$ cat config.mk
export PLATFORM = sky130hd
export DESIGN_NAME = uart_tx_arbiter
export DESIGN_NICKNAME = d
export VERILOG_FILES = /design/src/rtl/uart_pkg.sv /design/src/rtl/rr_pick.sv /design/src/rtl/uart_tx_arbiter.sv
export SDC_FILE = /design/constraint.sdc
export NUM_CORES = 1
export LEC_CHECK = 0
export ABC_AREA = 1
export ABC_CLOCK_PERIOD_IN_PS = 1800
export CAP_MARGIN = 0
export CORE_MARGIN = 4
export CORE_UTILIZATION = 46
export CTS_CLUSTER_DIAMETER = 150
export DETAILED_ROUTE_END_ITERATION = 8
export PLACE_DENSITY = 0.75
export SLEW_MARGIN = 20
export SYNTH_ARGS = -nofsm -noshare
export SYNTH_HDL_FRONTEND = slang
export SYNTH_SLANG_ARGS = --single-unit
$ cat constraint.sdc
create_clock -name clk -period 1.8 [get_ports clk]
set_input_delay 0.45 -clock clk [delete_from_list [all_inputs] [get_ports clk]]
set_output_delay 0.45 -clock clk [all_outputs]
set_load 0.01 [all_outputs]
$ cat src/rtl/uart_pkg.sv
// Shared UART definitions: frame width, arbiter FSM encoding, index-width helper.
// Latency: none (declarations only).
// Backpressure: not applicable.
package uart_pkg;

  // Data bits per UART frame; uart_tx, uart_rx and the arbiter must agree.
  localparam int UART_DBIT = 8;

  // Transmit arbiter states.
  typedef enum logic [1:0] {
    IDLE  = 2'd0,
    LOAD  = 2'd1,
    START = 2'd2,
    WAIT  = 2'd3
  } arb_state_t;

  // Width of an index into n items; never narrower than one bit.
  function automatic int owner_w(input int n);
    return (n > 1) ? $clog2(n) : 1;
  endfunction

endpackage

$ cat src/rtl/rr_pick.sv
// Round-robin finder: first set request bit at or after ptr, wrapping modulo N_REQ.
// Latency: purely combinational.
// Backpressure: none; the caller decides when the result is used.
module rr_pick
  import uart_pkg::*;
#(
  parameter  int N_REQ = 4,
  localparam int W     = owner_w(N_REQ)
) (
  input  logic [N_REQ-1:0] req,
  input  logic [W-1:0]     ptr,
  output logic             found,
  output logic [W-1:0]     idx
);

  int cand;

  // Scan ptr, ptr+1, ... with wrap; the first hit wins and later hits are ignored.
  always_comb begin
    found = 1'b0;
    idx   = '0;
    cand  = 0;
    for (int k = 0; k < N_REQ; k++) begin
      cand = int'(ptr) + k;
      if (cand >= N_REQ) begin
        cand = cand - N_REQ;
      end
      if (!found && req[W'(cand)]) begin
        found = 1'b1;
        idx   = W'(cand);
      end
    end
  end

endmodule

$ cat src/rtl/uart_tx_arbiter.sv
// Shares one uart_tx between N_REQ byte streams: round-robin grant, packet lock until last byte or lock timeout.
// Latency: req_valid in IDLE -> req_ready +1 cycle -> tx_start +2; within a packet tx_done_tick -> tx_start +2.
// Backpressure: req_ready is a one-hot strobe in LOAD only; losers and the owner between bytes hold valid/data/last.
module uart_tx_arbiter
  import uart_pkg::*;
#(
  parameter  int N_REQ        = 4,
  parameter  int DBIT         = UART_DBIT,
  parameter  int LOCK_TIMEOUT = 65535,
  localparam int OW           = owner_w(N_REQ)
) (
  input  logic                  clk,
  input  logic                  reset,
  input  logic [N_REQ-1:0]      req_valid,
  input  logic [N_REQ*DBIT-1:0] req_data,
  input  logic [N_REQ-1:0]      req_last,
  output logic [N_REQ-1:0]      req_ready,
  output logic                  tx_start,
  output logic [DBIT-1:0]       tx_din,
  input  logic                  tx_done_tick,
  output logic [OW-1:0]         owner,
  output logic                  busy,
  output logic                  timeout_tick
);

  // Timer only has to reach LOCK_TIMEOUT-1.
  localparam int TW = owner_w(LOCK_TIMEOUT);

  arb_state_t      state_q, state_d;
  logic [OW-1:0]   rr_ptr_q, rr_ptr_d;
  logic [OW-1:0]   owner_q, owner_d;
  logic            locked_q, locked_d;
  logic            last_q, last_d;
  logic [DBIT-1:0] tx_din_q, tx_din_d;
  logic [TW-1:0]   timer_q, timer_d;

  logic            pick_found;
  logic [OW-1:0]   pick_idx;
  logic [OW-1:0]   owner_nxt;
  logic            own_vld;
  logic            own_last;
  logic [DBIT-1:0] own_dat;
  logic [DBIT-1:0] req_byte [N_REQ];

  rr_pick #(
    .N_REQ (N_REQ)
  ) u_rr_pick (
    .req   (req_valid),
    .ptr   (rr_ptr_q),
    .found (pick_found),
    .idx   (pick_idx)
  );

  // Split the flat data bus into one byte per requester.
  always_comb begin
    for (int i = 0; i < N_REQ; i++) begin
      req_byte[i] = req_data[i*DBIT +: DBIT];
    end
  end

  // Current owner's request view, and the requester after the owner for rotation.
  always_comb begin
    own_vld   = req_valid[owner_q];
    own_last  = req_last[owner_q];
    own_dat   = req_byte[owner_q];
    owner_nxt = (owner_q == OW'(N_REQ - 1)) ? '0 : owner_q + OW'(1);
  end

  // Next-state and Moore/Mealy outputs; everything holds unless a branch changes it.
  always_comb begin
    state_d      = state_q;
    rr_ptr_d     = rr_ptr_q;
    owner_d      = owner_q;
    locked_d     = locked_q;
    last_d       = last_q;
    tx_din_d     = tx_din_q;
    timer_d      = timer_q;
    req_ready    = '0;
    tx_start     = 1'b0;
    timeout_tick = 1'b0;
    case (state_q)
      IDLE: begin
        if (pick_found) begin
          owner_d = pick_idx;
          timer_d = '0;
          state_d = LOAD;
        end
      end
      LOAD: begin
        req_ready[owner_q] = 1'b1;
        if (own_vld) begin
          tx_din_d = own_dat;
          last_d   = own_last;
          locked_d = 1'b1;
          state_d  = START;
        end else if (!locked_q) begin
          // Grant evaporated before any byte moved; rescan from the same pointer.
          state_d = IDLE;
        end else if (timer_q == TW'(LOCK_TIMEOUT - 1)) begin
          // Owner went quiet mid-packet for too long; revoke and move on.
          timeout_tick = 1'b1;
          locked_d     = 1'b0;
          rr_ptr_d     = owner_nxt;
          state_d      = IDLE;
        end else begin
          timer_d = timer_q + TW'(1);
        end
      end
      START: begin
        tx_start = 1'b1;
        state_d  = WAIT;
      end
      WAIT: begin
        if (tx_done_tick) begin
          if (last_q) begin
            locked_d = 1'b0;
            rr_ptr_d = owner_nxt;
            state_d  = IDLE;
          end else begin
            timer_d = '0;
            state_d = LOAD;
          end
        end
      end
      default: begin
        state_d = IDLE;
      end
    endcase
  end

  // State register with synchronous reset; a reset mid-frame simply drops the byte.
  always_ff @(posedge clk) begin
    if (reset) begin
      state_q  <= IDLE;
      rr_ptr_q <= '0;
      owner_q  <= '0;
      locked_q <= 1'b0;
      last_q   <= 1'b0;
      tx_din_q <= '0;
      timer_q  <= '0;
    end else begin
      state_q  <= state_d;
      rr_ptr_q <= rr_ptr_d;
      owner_q  <= owner_d;
      locked_q <= locked_d;
      last_q   <= last_d;
      tx_din_q <= tx_din_d;
      timer_q  <= timer_d;
    end
  end

  assign tx_din = tx_din_q;
  assign owner  = owner_q;
  assign busy   = (state_q != IDLE);

endmodule

# ---- Word level (Yosys, flattened, before mapping)
# Cells that the tools add are included.
dict set report totals {
  regBits 32
  input_bits 43
  out_inout_bits 17
  word_cells 125
}
dict set report op_classes {
  addsub 9
  order_cmp 11
  n_eq_ne 14
  muxes 66
  bitwise 1
  n_reduce_logical 17
}
# op count
set op_table {}
lappend op_table {{2-to-1 mux 16 bit} 6}
lappend op_table {{one-hot mux 16 bit (3 select lines)} 1}
lappend op_table {{2-to-1 mux 2 bit} 19}
lappend op_table {{2-to-1 mux 1 bit} 26}
lappend op_table {{adder 16 x 1 -> 16 bit, second input constant} 1}
lappend op_table {{binary-select mux 8 bit (select 2 bit)} 1}
lappend op_table {{equality test 16 bit, second input constant} 1}
lappend op_table {{< comparator 2 x 4 -> 1 bit, second input constant} 4}
lappend op_table {{2-to-1 mux 8 bit} 2}
lappend op_table {{!= test 2 bit, second input constant} 8}
lappend op_table {{binary-select mux 1 bit (select 2 bit)} 6}
lappend op_table {{>= comparator 3 bit, second input constant} 4}
lappend op_table {{one-hot mux 2 bit (4 select lines)} 1}
lappend op_table {{subtractor 2 x 1 -> 2 bit, second input constant} 4}
lappend op_table {{AND reduction 7 bit} 1}
lappend op_table {{adder 2 x 2 -> 3 bit, second input constant} 2}
lappend op_table {{equality test 2 bit, second input constant} 3}
lappend op_table {{AND reduction 3 bit} 2}
lappend op_table {{AND reduction 6 bit} 1}
lappend op_table {{logical AND 1 bit} 4}
lappend op_table {{2-to-1 mux 4 bit} 1}
lappend op_table {{!= test 4 bit, second input constant} 1}
lappend op_table {{one-hot mux 2 bit (2 select lines)} 1}
lappend op_table {{AND reduction 2 bit} 2}
lappend op_table {{13 further kinds} 16}

# ---- Longest topological paths before layout
# Gate-level depths: netlist of run 1.
dict set report logic_depth {
  depth_word 17
  depth_mapped 13
  depth_no_buf 12
}

# ---- By module
# Synthesis of run 1 repeated with hierarchy kept, for this count alone.
dict set report unflattened {
  cells_unflattened 403
  hier_area_um2 2474.9
}
# module n_inst cells_each area_per_inst_um2 seq_area_each_um2
set modules_own_cells {}
lappend modules_own_cells {uart_tx_arbiter 1 344 2155.8 640.6}
lappend modules_own_cells {rr_pick 1 59 319.1 0.0}

# ---- Least setup slack after synthesis of run 1
# OpenSTA, ideal clock, no wires.
dict set report synth_path {
  kind {register to output}
  startpoint {reg state_q[0]}
  endpoint {out timeout_tick}
  arrival_time_ns 1.426
  required_ns 1.350
  slack_ns -0.076
  path_stages_with_launch 7
  n_path_buf 1
  path_cell_list {dfxtp_1 -> ha_1 -> clkbuf_1 -> nand2_1 -> inv_1 -> nand2_1 -> nor3_1}
}
dict set report synth_via {
  elab_chain_cells 2
}
# element line
set synth_lines {}
lappend synth_lines {{start, declared} uart_tx_arbiter.sv:29} ;# arb_state_t state_q, state_d;
lappend synth_lines {{start signal, assigned} uart_tx_arbiter.sv:142} ;# state_q <= state_d;
lappend synth_lines {{equality test 2 x 1 -> 1 bit} uart_tx_arbiter.sv:81} ;# case (state_q)
lappend synth_lines {{2-to-1 mux 1 bit} uart_tx_arbiter.sv:81}
lappend synth_lines {{end, declared} uart_tx_arbiter.sv:23} ;# output logic timeout_tick
# No other way between the ends.

# ---- Final worst setup path of run 1
dict set report layout_path {
  startpoint {reg timer_q[0]}
  endpoint {out timeout_tick}
}
dict set report layout_via {
  elab_chain_cells 5
}
# element line
set layout_lines {}
lappend layout_lines {{start, declared} uart_tx_arbiter.sv:35} ;# logic [TW-1:0] timer_q, timer_d;
lappend layout_lines {{start signal, assigned} uart_tx_arbiter.sv:148} ;# timer_q <= timer_d;
lappend layout_lines {{equality test 16 bit} uart_tx_arbiter.sv:99} ;# end else if (timer_q == TW'(LOCK_TIMEOUT - 1)) begin
lappend layout_lines {{2-to-1 mux 1 bit} uart_tx_arbiter.sv:99}
lappend layout_lines {{2-to-1 mux 1 bit} uart_tx_arbiter.sv:96} ;# end else if (!locked_q) begin
lappend layout_lines {{2-to-1 mux 1 bit} uart_tx_arbiter.sv:91} ;# if (own_vld) begin
lappend layout_lines {{2-to-1 mux 1 bit} uart_tx_arbiter.sv:81}
# No other way between the ends.

==> impl_metrics.yaml, run 1 <==
logic_synthesis:
  synth_top_cell_by_area: "dfxtp_1"
  yosysSeqAreaShare_pct: 24.7
  synth.most_common_cell: "nand2_1"
  synthesis.nets: 476
  synth_top_cells_by_area: "dfxtp_1, nand2_1, nor2_1"
  synth_area_sq_um: 2600
  synth_edf_count: 0
  avgSynthCellArea_sq_um: 6.14
  synth_common_cells: "nand2_1, nor2_1, inv_1"
  ys.flop_type: "dfxtp_1"
  yosysWarnings: 0
  ys_ff_latch: 32
  synth_top_area_share_pct: 24.7
  syn_inst: 423
  ys_types: 33
  synthArstFlopShare_pct: 0
clock_tree:
  root_buffer: "clkbuf_8"
  clk_pin_slew_ns: 0.07
  cts_hold_buf: 0
  numCtsBuffers: 5
  cts.path.max_buffers: 2
  cts_max_level: 2
  cts_tree: "yes"
  clock_sinks: 32
  clock_latency_ns: 0.29
timing:
  tightest_slew_ns: 0.384
  finalHoldViolCount: 0
  max_freq_mhz: 548
  clock_skew_ns: 0.00628
  slew_viol_final: 0
  rsz0062_at_grt: "yes"
  relSlewSlack_pct: 74.2
  setup_viol: 2
  fin_ws_ns: -0.0234
  fin_hold_ws_ns: 0.529
  fin_crit_ns: 1.82
  period_share_pct: 101
drt:
  wl_met1_microns: 3580
  vias_per_cell: 5.26
  via_count: 3257
  avgRoutedWirePerCell_microns: 14.1
  routed-wl-met2_microns: 4390
  ant_nets: 0
  wirelength_microns: 8720
  dr.pass1.iters: 4
  top_layer_used: "met4"
  met3_length_microns: 506
  first_iter_violations: 214
  remaining_drc_errors: 0
worst_setup_path:
  r2r-start: "state_q[0]"
  crit_chain: "inv_2, ha_4, inv_2, nor2_2, nand3_2, nor3_2, buf_2"
  cp_slowest_cell: "dfxtp_2"
  criticalPathCategory: "flop to output port"
  reg2reg_depth: 13
  crit_arrival_ns: 1.37
  end_kind: "output port"
  critPathMaxFanout: 2
  critical_path.max_stage_delay_ns: 0.32
  cp-start-kind: "flop"
  rrSetupSlack_ns: 0
  path_common_cell: "inv_2"
  worst_r2r_endpoint: "timer_q[15]"
  crit_required_ns: 1.35
  crit_path_end: "timeout_tick"
  cp-startpoint: "timer_q[0]"
global_route:
  grt-ovfl-total: 0
  antenna_found_initial: 0
  grt_util_all_layers_pct: 24.2
  grt_pass1_vias: 3229
  grt_max_degree: 23
  grt_pass1_wl_microns: 14100
pwr:
  irDropWorstVdd_uv: 799
  powerDensity_nw_per_um2: 1340
  p_leak_nw: 1.80
  power.total_mw: 5.53
placed_design:
  hpwl_microns: 5930
  globalplace.congestion: 0.862
  port_buffers: 59
  dpl-instance-area_sq_um: 3670
floorplanning:
  initial_core_util_pct: 47.2
  fp.dieW_microns: 83.2
  io_pins: 60
  core_area_sq_um: 5510
  die_h_microns: 83.2
  rows: 27
  die-area_sq_um: 6920
layout:
  final_nets: 599
  fill_cells: 435
  fin_area_sq_um: 4130
  diodes: 0
  drive_above_1_share_pct: 33.3
  synthToLayoutAreaGrowth_pct: 58.8
status:
  status: "complete, but fails checks"
  violations: "negative setup slack"
hold_path:
  hold_class: "flop to flop"
run:
  cap_violations: 0
==> registers in the layout, summed over array words and instances (netlist names), named ones only <==
name and flops:
timer_q 16, tx_din 8, owner 2, rr_ptr_q 2
last_q 1, locked_q 1, state_q 1
==> repair_timing <==
item	in CTS	in global routing
gates cloned	3	0
gates resized for setup	63	56
buffers inserted	4	4
setup endpoints to repair	28	28
pin swaps	16	25
==> per-stage QoR <==
stage	utilization, %	setup TNS [ns]	setup WS (ns)	instances
after CTS	71.6	-0.0893	-0.0893	615
after global placement	66.6	-8.20	-0.590	600
after floorplan	-	0	0.0127	423
after global routing	75.0	-0.254	-0.113	619
after detailed placement	66.6	-10.56	-0.626	600
final	75.0	-0.0468	-0.0234	619
==> cells by family (layout without fill, tap and decap cells) <==
family | Yosys count | after routing | share of synthesized area [%]
AOI/OAI and AO/OA | 67 | 67 | 15.4
xor gates and xnor gates | 3 | 3 | 1.01
adders and majority gates | 10 | 10 | 4.81
buffers and inverters | 63 | 187 | 10.3
DFF | 32 | 32 | 24.7
and+or+nand+nor | 248 | 248 | 43.8
==> final cells by class <==
class | count | area, sq um | area share, %
multi-input combinational | 328 | 1900 | 46.1
tap | 72 | 90.1 | 2.18
sequential | 32 | 656 | 15.9
inverter | 47 | 181 | 4.40
timing repair buffer | 132 | 1210 | 29.3
clock buffer | 8 | 90.1 | 2.18
==> how the worst min path moves through the flow <==
stage / startpoint / to / depth (start not counted)
after global routing: tx_din[6] / tx_din[6] / 2
after CTS: last_q / last_q / 2
after global placement: tx_din[4] / tx_din[4] / 2
after detailed placement: tx_din[3] / tx_din[3] / 2
final: tx_din[6] / tx_din[6] / 2
after floorplan: last_q / last_q / 2
==> layer usage <==
layer  vias to the layer above  track usage, %
met5                         -               0
met4                         0            11.1
met3                        26            5.85
met2                       110            41.9
met1                      1512            27.9
li1                       1609               -
==> critical path, delay by kind of cell (launching register included) <==
family / cells / cell delay [ns]
AND/OR/NAND/NOR: 3 / 0.38
flip-flops: 1 / 0.32
buffers and inverters: 3 / 0.25
adder cells (fa/ha/maj): 1 / 0.13
==> layout by cell type, fill, tap and decap left out, types with 3 or more instances in the layout <==
cell and n:
o22ai_1 9, nand2_2 26, a21oi_1 9, dfxtp_1 24
buf_6 12, o21ai_2 3, o21ai_0 30, buf_4 56
o21ai_1 3, a21oi_2 10, inv_1 36, nor2_1 79
nor3_1 4, ha_1 4, clkdlybuf4s50_1 46, nand3_1 20
nand3_2 15, dlygate4sd2_1 6, nand2_1 75, buf_2 4
dfxtp_2 6, xor2_1 3, nand4_1 9, inv_2 9
ha_4 5, buf_8 3, nand2_4 3, clkbuf_8 6
nor2_2 6
==> report_power, final <==
group          leakage [nW]  internal, mW  switching, mW
Clock                0.0455         0.312          0.278
Sequential            0.265         0.904          0.138
Combinational          1.49          1.82           2.07
Total                  1.80          3.04           2.49
No activity file was read; power rests on OpenSTA's default activity.
==> inputs of run 2 (changes only) <==
--- a/config.mk
+++ b/config.mk
@@ -12,7 +12,9 @@
 export CORE_UTILIZATION = 46
 export CTS_CLUSTER_DIAMETER = 150
 export DETAILED_ROUTE_END_ITERATION = 8
-export PLACE_DENSITY = 0.75
+export GPL_TIMING_DRIVEN = 0
+export PLACE_DENSITY = 0.77
+export RECOVER_POWER = 50
 export SLEW_MARGIN = 20
 export SYNTH_ARGS = -nofsm -noshare
 export SYNTH_HDL_FRONTEND = slang
==> impl_metrics.yaml, run 2 (synthesized netlist as in run 1, its figures left out) <==
status:
  status: "complete, but fails checks"
  violations: "negative setup slack"
drt:
  remaining_drc_errors: 0
  routed-wl-met2_microns: 4170
  first_iter_violations: 305
  top_layer_used: "met4"
  vias_per_cell: 5.30
  dr.pass1.iters: 5
  met3_length_microns: 667
  wl_met1_microns: 3420
  wirelength_microns: 8370
  via_count: 3135
  avgRoutedWirePerCell_microns: 14.2
  ant_nets: 0
layout:
  regArea_sq_um: 669
  diodes: 0
  top_register: "timer_q"
  final_nets: 571
  multi_input_area_sq_um: 1870
  synthToLayoutAreaGrowth_pct: 49.8
  largest_reg_flops: 16
  drive_above_1_share_pct: 28.7
  final_common_cell: "nor2_1"
  final_cell_mix: "nor2_1, nand2_1, clkdlybuf4s50_1"
  fill_cells: 454
clock_tree:
  clk_pin_slew_ns: 0.08
  clock_latency_ns: 0.30
  numCtsBuffers: 5
  clock_sinks: 32
  cts_tree: "yes"
  cts.path.max_buffers: 2
  cts_max_level: 2
  root_buffer: "clkbuf_8"
  cts_hold_buf: 0
global_route:
  antenna_found_initial: 0
  grt-ovfl-total: 0
  grt_max_degree: 12
  grt_pass1_wl_microns: 12600
  grt_util_all_layers_pct: 22.0
  grt_pass1_vias: 2686
run:
  cap_violations: 0
timing:
  fin_crit_ns: 1.99
  tns_ns: -2.54
  period_share_pct: 111
  rsz0062_at_grt: "yes"
  fin_ws_ns: -0.191
  clock_skew_ns: 0.0127
  max_freq_mhz: 502
  finalHoldViolCount: 0
  tightest_slew_ns: 0.660
  slew_viol_final: 0
  setup_viol: 21
  relSlewSlack_pct: 56.0
  fin_hold_ws_ns: 0.492
worst_setup_path:
  crit_arrival_ns: 2.21
  critPathMaxFanout: 5
  crit_required_ns: 2.02
  end_kind: "flop"
  cp-start-kind: "flop"
  criticalPathCategory: "flop to flop"
placed_design:
  hpwl_microns: 5490
  globalplace.congestion: 0.897
  port_buffers: 59
pwr:
  powerDensity_nw_per_um2: 1470
  irDropWorstVdd_uv: 1140
  p_leak_nw: 1.66
hold_path:
  hold_start: "timer_q[7]"
  hold_class: "flop to flop"
floorplanning:
  fp.dieW_microns: 83.2
  die-area_sq_um: 6920
  initial_core_util_pct: 47.2
  core_area_sq_um: 5510
  rows: 27
  die_h_microns: 83.2
  io_pins: 60
-- run 2: changes by cell type in the layout (fill, tap and decap cells not counted), moves of 4 or more --
cell	change
clkbuf_1	+4
buf_6	-4
dfxtp_1	-5
buf_4	-34
-- run 2: path summary, 6_finish.rpt --
path / to / slack [ns] / cells past startpoint
worst max register to register: timer_q[11] / -0.19 / 12
worst min register to register: timer_q[7] / 0.49 / 2
worst min-delay path: timer_q[7] / 0.49 / 2
worst max-delay path: timer_q[11] / -0.19 / 12
-- run 2: what timing repair did --
action / CTS / global route
setup buffers: 14 / 14
setup endpoints to repair: 26 / 33
resized for setup: 52 / 70
pin swaps: 8 / 26
gates cloned: 1 / 1
-- run 2: final cells by class --
class                      count  area share (%)
clock buffer                   6            2.12
multi-input combinational    328            48.0
timing repair buffer          89            22.0
inverter                      47            4.79
tap                           72            2.31
buffer                        15            3.34
sequential                    32            17.2
clock inverter                 2           0.257
-- run 2: per-stage QoR --
step | cells | setup slack [ns] | total power [mW] | util (%) | area [sq um]
global placement | 554 | -0.726 | 3.66 | 59.6 | 3280
detailed placement | 554 | -0.686 | 3.71 | 59.6 | 3280
global route | 591 | -0.233 | 6.12 | 70.7 | 3890
finish | 591 | -0.191 | 5.74 | 70.7 | 3890
floorplan | 423 | 0.0127 | 2.87 | - | 2600
CTS | 577 | -0.207 | 4.95 | 64.7 | 3560
-- run 2: power by group --
part	total (mW)	internal, mW	switching (mW)
combinational	4.06	1.90	2.15
clock	0.601	0.305	0.296
sequential	1.08	0.914	0.169
total	5.74	3.12	2.62
-- run 2: critical path, cell delays in order (launching register included) --
cell	delay [ns]
dfxtp_2	0.35
inv_2	0.06
ha_4	0.18
buf_4	0.15
inv_4	0.06
o21ai_2	0.06
nor2_1	0.18
nand2_1	0.13
a21oi_4	0.20
buf_6	0.17
buf_8	0.13
nand3_2	0.08
a21oi_2	0.16
-- run 2: metal layers --
layer	up-vias	global-route usage, %
li1	1559	-
met1	1433	29.0
met2	129	35.7
met3	14	6.15
met4	0	4.75
met5	-	0
==> inputs of run 3 (changes only) <==
--- a/config.mk
+++ b/config.mk
@@ -15,7 +15,6 @@
 export GPL_TIMING_DRIVEN = 0
 export PLACE_DENSITY = 0.77
 export RECOVER_POWER = 50
-export SLEW_MARGIN = 20
 export SYNTH_ARGS = -nofsm -noshare
 export SYNTH_HDL_FRONTEND = slang
 export SYNTH_SLANG_ARGS = --single-unit
==> results of run 3 <==
Final layout, timing and power as in run 2 (identical DEF).
